$ cat src/rtl/demux_pkg.sv
// Shared types and helpers for the stream demultiplexer.
// Optional feature macro used by stream_demux: DEMUX_BCAST_EN (broadcast).
package demux_pkg;

    // One-entry slot occupancy
    typedef enum logic {
        EMPTY = 1'b0,
        FULL  = 1'b1
    } slot_state_t;

    localparam int DEF_WIDTH    = 8;
    localparam int DEF_CHANNELS = 4;

    // True when a select value addresses an existing channel
    function automatic logic sel_valid(input logic [31:0] sel, input logic [31:0] channels);
        return (sel < channels);
    endfunction

endpackage

$ cat src/rtl/demux_slot.sv
// One-entry register slice for a single demux output channel.
// Holds one word; free when empty or when draining this cycle.
module demux_slot
    import demux_pkg::*;
#(
    parameter int WIDTH = DEF_WIDTH
) (
    input  logic             clk,
    input  logic             rst_n,
    input  logic             load,
    input  logic [WIDTH-1:0] load_data,
    input  logic             ready,
    output logic             valid,
    output logic [WIDTH-1:0] data,
    output logic             free
);

    slot_state_t      state_r;
    logic [WIDTH-1:0] data_r;

    // Occupancy and stored word; a load wins over a drain so there is no bubble
    always_ff @(posedge clk or negedge rst_n) begin
        if (!rst_n) begin
            state_r <= EMPTY;
            data_r  <= {WIDTH{1'b0}};
        end else if (load) begin
            state_r <= FULL;
            data_r  <= load_data;
        end else if ((state_r == FULL) && ready) begin
            state_r <= EMPTY;
        end else begin
            state_r <= state_r;
        end
    end

    assign valid = (state_r == FULL);
    assign data  = data_r;
    assign free  = (state_r == EMPTY) || ready;

endmodule

$ cat src/rtl/stream_demux.sv
// Registered 1-to-N stream demultiplexer with per-channel back-pressure.
// Optional broadcast mode is enabled by defining DEMUX_BCAST_EN; without it
// the in_bcast port is present but ignored.
module stream_demux
    import demux_pkg::*;
#(
    parameter  int WIDTH    = DEF_WIDTH,
    parameter  int CHANNELS = DEF_CHANNELS,
    localparam int SEL_W    = $clog2(CHANNELS)
) (
    input  logic                      clk,
    input  logic                      rst_n,
    input  logic [WIDTH-1:0]          in_data,
    input  logic [SEL_W-1:0]          in_sel,
    input  logic                      in_valid,
    output logic                      in_ready,
    input  logic                      in_bcast,
    output logic [CHANNELS*WIDTH-1:0] out_data,
    output logic [CHANNELS-1:0]       out_valid,
    input  logic [CHANNELS-1:0]       out_ready,
    output logic                      sel_err
);

    logic [CHANNELS-1:0] free_s;
    logic [CHANNELS-1:0] load_s;
    logic                in_range_s;
    logic                bcast_s;
    logic                in_ready_s;
    logic                xfer_s;
    logic                sel_err_r;

`ifdef DEMUX_BCAST_EN
    assign bcast_s = in_bcast;
`else
    logic bcast_unused_s;
    assign bcast_unused_s = in_bcast;
    assign bcast_s        = 1'b0;
`endif

    assign in_range_s = sel_valid({{(32-SEL_W){1'b0}}, in_sel}, 32'(CHANNELS));

    // Acceptance: broadcast needs every slot free, out-of-range words are always taken
    always_comb begin
        in_ready_s = 1'b1;
        if (bcast_s) begin
            in_ready_s = &free_s;
        end else if (in_range_s) begin
            in_ready_s = free_s[in_sel];
        end else begin
            in_ready_s = 1'b1;
        end
    end

    assign in_ready = in_ready_s;
    assign xfer_s   = in_valid && in_ready_s;

    // One slot per channel; each loads when addressed (or broadcast) on a transfer
    for (genvar k = 0; k < CHANNELS; k++) begin : g_slot
        assign load_s[k] = xfer_s && (bcast_s || (in_range_s && (in_sel == SEL_W'(k))));

        demux_slot #(
            .WIDTH (WIDTH)
        ) u_slot (
            .clk       (clk),
            .rst_n     (rst_n),
            .load      (load_s[k]),
            .load_data (in_data),
            .ready     (out_ready[k]),
            .valid     (out_valid[k]),
            .data      (out_data[k*WIDTH +: WIDTH]),
            .free      (free_s[k])
        );
    end

    // Flag an accepted word whose select addresses no channel, one cycle later
    always_ff @(posedge clk or negedge rst_n) begin
        if (!rst_n) begin
            sel_err_r <= 1'b0;
        end else begin
            sel_err_r <= xfer_s && !in_range_s && !bcast_s;
        end
    end

    assign sel_err = sel_err_r;

endmodule

$ cat config.mk
export PLATFORM = sky130hd
export DESIGN_NAME = stream_demux
export DESIGN_NICKNAME = d
export VERILOG_FILES = /design/src/rtl/demux_pkg.sv /design/src/rtl/demux_slot.sv /design/src/rtl/stream_demux.sv
export SDC_FILE = /design/constraint.sdc
export NUM_CORES = 1
export LEC_CHECK = 0
export BUFFER_PORTS_ARGS = -buffer_cell sky130_fd_sc_hd__buf_2
export CAP_MARGIN = 10
export CORE_UTILIZATION = 35
export CTS_CLUSTER_DIAMETER = 100
export DETAILED_ROUTE_END_ITERATION = 12
export GPL_TIMING_DRIVEN = 0
export PLACE_DENSITY = 0.68
export SETUP_SLACK_MARGIN = 0.2
export SYNTH_ARGS = -nofsm -noshare
export SYNTH_HDL_FRONTEND = slang
export SYNTH_SLANG_ARGS = --single-unit
$ cat constraint.sdc
create_clock -name clk -period 2.69 [get_ports clk]
set_input_delay 0.1345 -clock clk [delete_from_list [all_inputs] [get_ports clk]]
set_output_delay 0.1345 -clock clk [all_outputs]
set_load 0.05 [all_outputs]
* After elaboration in Yosys (flattened, before gate mapping)
Cells that the tools add are included.
** Word-level totals
- Bits in registers :: 36
- Input port bits :: 18
- Output and inout bits :: 38
- Logic and storage cells :: 44
** Operators by class
- Order comparisons :: 1
- Eq/ne operators :: 3
- Muxes and demuxes :: 10
- Bitwise gates (word level) :: 4
- Reduce and logical (&&, ||, !) cells :: 18
** Operator list (number)
- logical AND 1 bit :: 9
- two-way mux 1 bit :: 9
- nonzero test 2 bit :: 4
- equality test 2 bit (second input constant) :: 2
- logical OR 1 bit :: 4
- inverter 1 bit :: 4
- less-than comparator 2 x 3 -> 1 bit (second input constant) :: 1
- binary-select mux 1 bit (select 2 bit) :: 1
- equality test 2 x 1 -> 1 bit (second input constant) :: 1
- logical NOT 2 bit :: 1

* Logic depth before layout (Yosys ltp)
- Depth after elaboration :: 7
- Depth in mapped cells :: 5
- Mapped depth without buffers :: 3

* By module
A second synthesis with hierarchy kept.
** Second synthesis, totals
- Cell total of the unflattened synthesis :: 87
- Area total of the unflattened synthesis :: 1555.2 um2
** By module, submodules not included
- demux_slot :: instances 4, cells an instance 20, area an instance 369.1 um2, sequential area each 225.2 um2
- stream_demux :: instances 1, cells an instance 7, area an instance 78.8 um2, sequential area each 0.0 um2

* Least setup slack after synthesis
Ideal clock, no wire load.
- Kind :: register to register
- Start point :: register g_slot[1].u_slot.state_r
- End point :: register g_slot[1].u_slot.data_r[0]
- Setup time :: 0.125 ns
- Data arrival time :: 1.145 ns
- Data required time :: 2.565 ns
- Path slack :: 1.420 ns
- Cell stages (with the launch flop) :: 4
- Path buffers :: 0
- Period minus slack after synthesis :: 1.270 ns
- Cell sequence :: dfrtp_1 nand2b_1 nor3b_4 mux2_2
** Between the ends
- Cells in the longest elaborated chain, start to end :: 6
** Ends and longest elaborated chain
- start, declared :: RTL line demux_slot.sv:18 : slot_state_t state_r;
- start signal, assigned :: RTL line demux_slot.sv:32 : state_r <= state_r;
- inverter 1 bit :: RTL line demux_slot.sv:38 : assign free = (state_r == EMPTY) || ready;
- logical OR 1 bit :: RTL line demux_slot.sv:38
- binary-select mux 1 bit (select 2 bit) :: RTL line stream_demux.sv:48 : in_ready_s = free_s[in_sel];
- two-way mux 1 bit (implied by the code) :: RTL line stream_demux.sv:48
- logical AND 1 bit :: RTL line stream_demux.sv:55 : assign xfer_s = in_valid && in_ready_s;
- logical AND 1 bit :: RTL line stream_demux.sv:59 : assign load_s[k] = xfer_s && (bcast_s || (in_range_s && (in_sel == SEL_W'(k))));
- end signal, assigned :: RTL line demux_slot.sv:25 : data_r <= {WIDTH{1'b0}};
- end signal, assigned :: RTL line demux_slot.sv:28 : data_r <= load_data;
- end, declared :: RTL line demux_slot.sv:19 : logic [WIDTH-1:0] data_r;
No other way between the ends. The select of a mux whose other input is x is not followed.
A chain may end at the register's enable or synchronous reset.

* Final worst setup path
- Start point :: register g_slot[0].u_slot.state_r
- End point :: output in_ready
** Between the ends
- Cells in the longest elaborated chain, start to end :: 4
** Ends and longest elaborated chain
- start, declared :: RTL line demux_slot.sv:18
- start signal, assigned :: RTL line demux_slot.sv:32
- inverter 1 bit :: RTL line demux_slot.sv:38
- logical OR 1 bit :: RTL line demux_slot.sv:38
- binary-select mux 1 bit (select 2 bit) :: RTL line stream_demux.sv:48
- two-way mux 1 bit (implied by the code) :: RTL line stream_demux.sv:48
- end, declared :: RTL line stream_demux.sv:16 : output logic in_ready,
No other way between the ends. The select of a mux whose other input is x is not followed.

==> out/results.txt <==
Final period util: 58.1%
Antenna diode count: 0
Status: completed
Startpoint types: flop
Syn Inst Count: 94
Detail Placement HPWL: 2.15 mm
Seq/Total Area, Yosys: 62.4%
Pin count of the biggest net entering global routing: 37
CP Class: reg -> out
Wirelength per Cell: 14.5 um
Yosys cell types: 14
Mapped Nets: 112
Rows: 22
Die height: 66.2 um
Hold WC Path Type: in -> reg
Commonest non-fill, non-tap cells in the layout: buf_2, dfrtp_1, mux2_2, clkbuf_8
Mux contribution to synthesized area: 26.5%
Power density over cell area: 938 nW/um^2
Root Buffer: clkbuf_8
Final hold vios: 0
Static Leakage: 0.000914 uW
Worst Tran Pin Value: 758 ps
Drt pass-1 iters: 4
Synth Register Bits: 36
Post-synthesis compound-gate area fraction: 0.347%
Via Count: 954
Grt ovf: 0
Initial DRC count: 23
Global-route usage over all layers: 15.2%
Worst path max stage delay: 460 ps
Critical-path top delay cell: mux4_2
Worst skew pair latency: 280 ps
Final #Nets: 172
Layout overhead on the synthesized area: 29.1%
Total Wirelength: 2.94 mm
CP Data Arrival Time: 1430 ps
CTS clk-pin slew, worst paths: 60 ps
DRC Markers: 0
Max-slew violation count: 0
Drt via density: 4.70
Final Wtd Congestion: 0.760
Req. time, crit path: 2560 ps
Multi-input combinational cell area: 489 um^2
Max VDD drop: 0.000451 V
Final TNS setup: 0 ps
First-pass GRT wire length: 4.68 mm
Core Util, Final: 49.0%
Relative slew margins: 49.5%
Post-synthesis xor/xnor area fraction: 0%
Reg area: 901 um^2
Fmax: 0.640 GHz
Die W: 66.2 um
Critical path capture point type: output pin
Num Clock Sinks: 36
Mapped Avg Cell Area: 15.3 um^2
ANT nets after route: 0
Synth Warn #: 0
Final Skew: 3.19 ps
Critical Path, Cell by Cell: nand2b_1, mux4_2, buf_2
Max Cap Viol: 0
RSZ-0062 raised after global routing: no
Die area: 4380 um^2
Commonest non-fill, non-tap cell in the layout: buf_2
TritonCTS clock tree: done
Final Critical Period: 1560 ps
Initial antenna violation count: 0
Fillers: 361
Cells resized by post-CTS repair: 0
Final setup fails: 0
Port buffer count: 52
Vias in the first global route: 1,016
Largest family of logic cells by synthesized area: multiplexers
H-tree levels: 2
Synthesized area: 1440 um^2
Critical path peak fanout: 3
Post-Synth Adder-Cell Area: 0%
Starting density of the core: 38.0%
Post-CTS setup repair buffer count: 0
Max Buffers Root-to-Sink: 2
Ports: 56
CTS Buf Count: 5
Layout cells sized above 1: 65.2%
CORE AREA: 3800 um^2
Simple-gate area share of the yosys netlist: 6.76%
## final timing paths
kind	slack [ps]	cells after the start	from	to
max in group asynchronous	1750	2	rst_n	g_slot[3].u_slot.data[4]$_DFFE_PN0P_
worst min register to register	500	1	g_slot[0].u_slot.data[6]$_DFFE_PN0P_	g_slot[0].u_slot.data[6]$_DFFE_PN0P_
worst max-delay path	1130	3	g_slot[0].u_slot.valid$_DFFE_PN0P_	in_ready
min in group asynchronous	460	2	rst_n	g_slot[1].u_slot.valid$_DFFE_PN0P_
worst max register to register	1170	3	g_slot[1].u_slot.valid$_DFFE_PN0P_	g_slot[1].u_slot.data[4]$_DFFE_PN0P_
worst min-delay path	130	2	in_data[6]	g_slot[0].u_slot.data[6]$_DFFE_PN0P_
## state kept, by name, summed over array words and instances, names as in the netlist
name,flops
g_slot.u_slot.valid,4
g_slot.u_slot.data,32
## cell type report
| type | instances | share of cell area (%) |
|---|---|---|
| Buffer | 8 | 2.82 |
| Clock buffer | 8 | 4.84 |
| Multi-Input combinational cell | 50 | 26.3 |
| Sequential cell | 36 | 48.4 |
| Tap cell | 48 | 3.22 |
| Timing Repair Buffer | 53 | 14.5 |
## cell usage after synthesis
cell      instances  share of area (%)
dfrtp_1          36                 62
mux2_2           32                 25
buf_4             5                2.6
nand2_1           5                1.3
nand2b_1          4                1.7
buf_2             3                1.0
nor2b_1           2               0.87
and3_1            1               0.43
conb_1            1               0.26
mux4_2            1                1.6
nand3_1           1               0.35
nand3b_2          1               0.78
nor3b_4           1                1.3
o21ai_0           1               0.35
## report_power, final
group / internal, uW / total (uW) / switching, uW
registers: 648 / 702 / 54.0
logic: 175 / 670 / 495
clock network: 208 / 374 / 166
total: 1030 / 1750 / 715
## stage by stage
stage	std cells	instance area, um^2	hold WS, ps	power (uW)	worst slack (ps)
2_1_floorplan	94	1440	-161	1220	1420
3_3_place_gp	194	1760	249	1370	1180
3_5_place_dp	194	1760	260	1390	1140
4_1_cts	203	1860	115	1770	1100
5_1_grt	203	1860	117	1830	1060
6_report	203	1860	128	1750	1130
## kinds of logic after synthesis
family                 Yosys count
other                            1
flip-flops                      36
multiplexers                    33
buffers and inverters            8
AO/OA/AOI/OAI                    1
AND/OR/NAND/NOR                 15
## layer usage
metal | share of wire (%) | vias up | track usage (%) | routed length (um)
met5 | 0 | - | 0 | 0
met4 | 1.0 | 0 | 4.79 | 30
met3 | 8.7 | 3 | 6.38 | 256
met2 | 48 | 44 | 25.4 | 1430
met1 | 42 | 471 | 17.5 | 1230
li1 | - | 436 | - | -
## timing repair
action | 4_1_cts | 5_1_grt
hold endpoints to repair | 36 | 0
hold buffers | 1 | 0
setup endpoints to repair | 0 | 0
## worst max-delay path, delay by kind of cell (launching register included)
| kind | cells | cell delay (ps) |
|---|---|---|
| DFF | 1 | 360 |
| buffers and inverters | 1 | 220 |
| and+or+nand+nor | 1 | 110 |
| muxes | 1 | 460 |
Power figures use the tool's default switching activity.
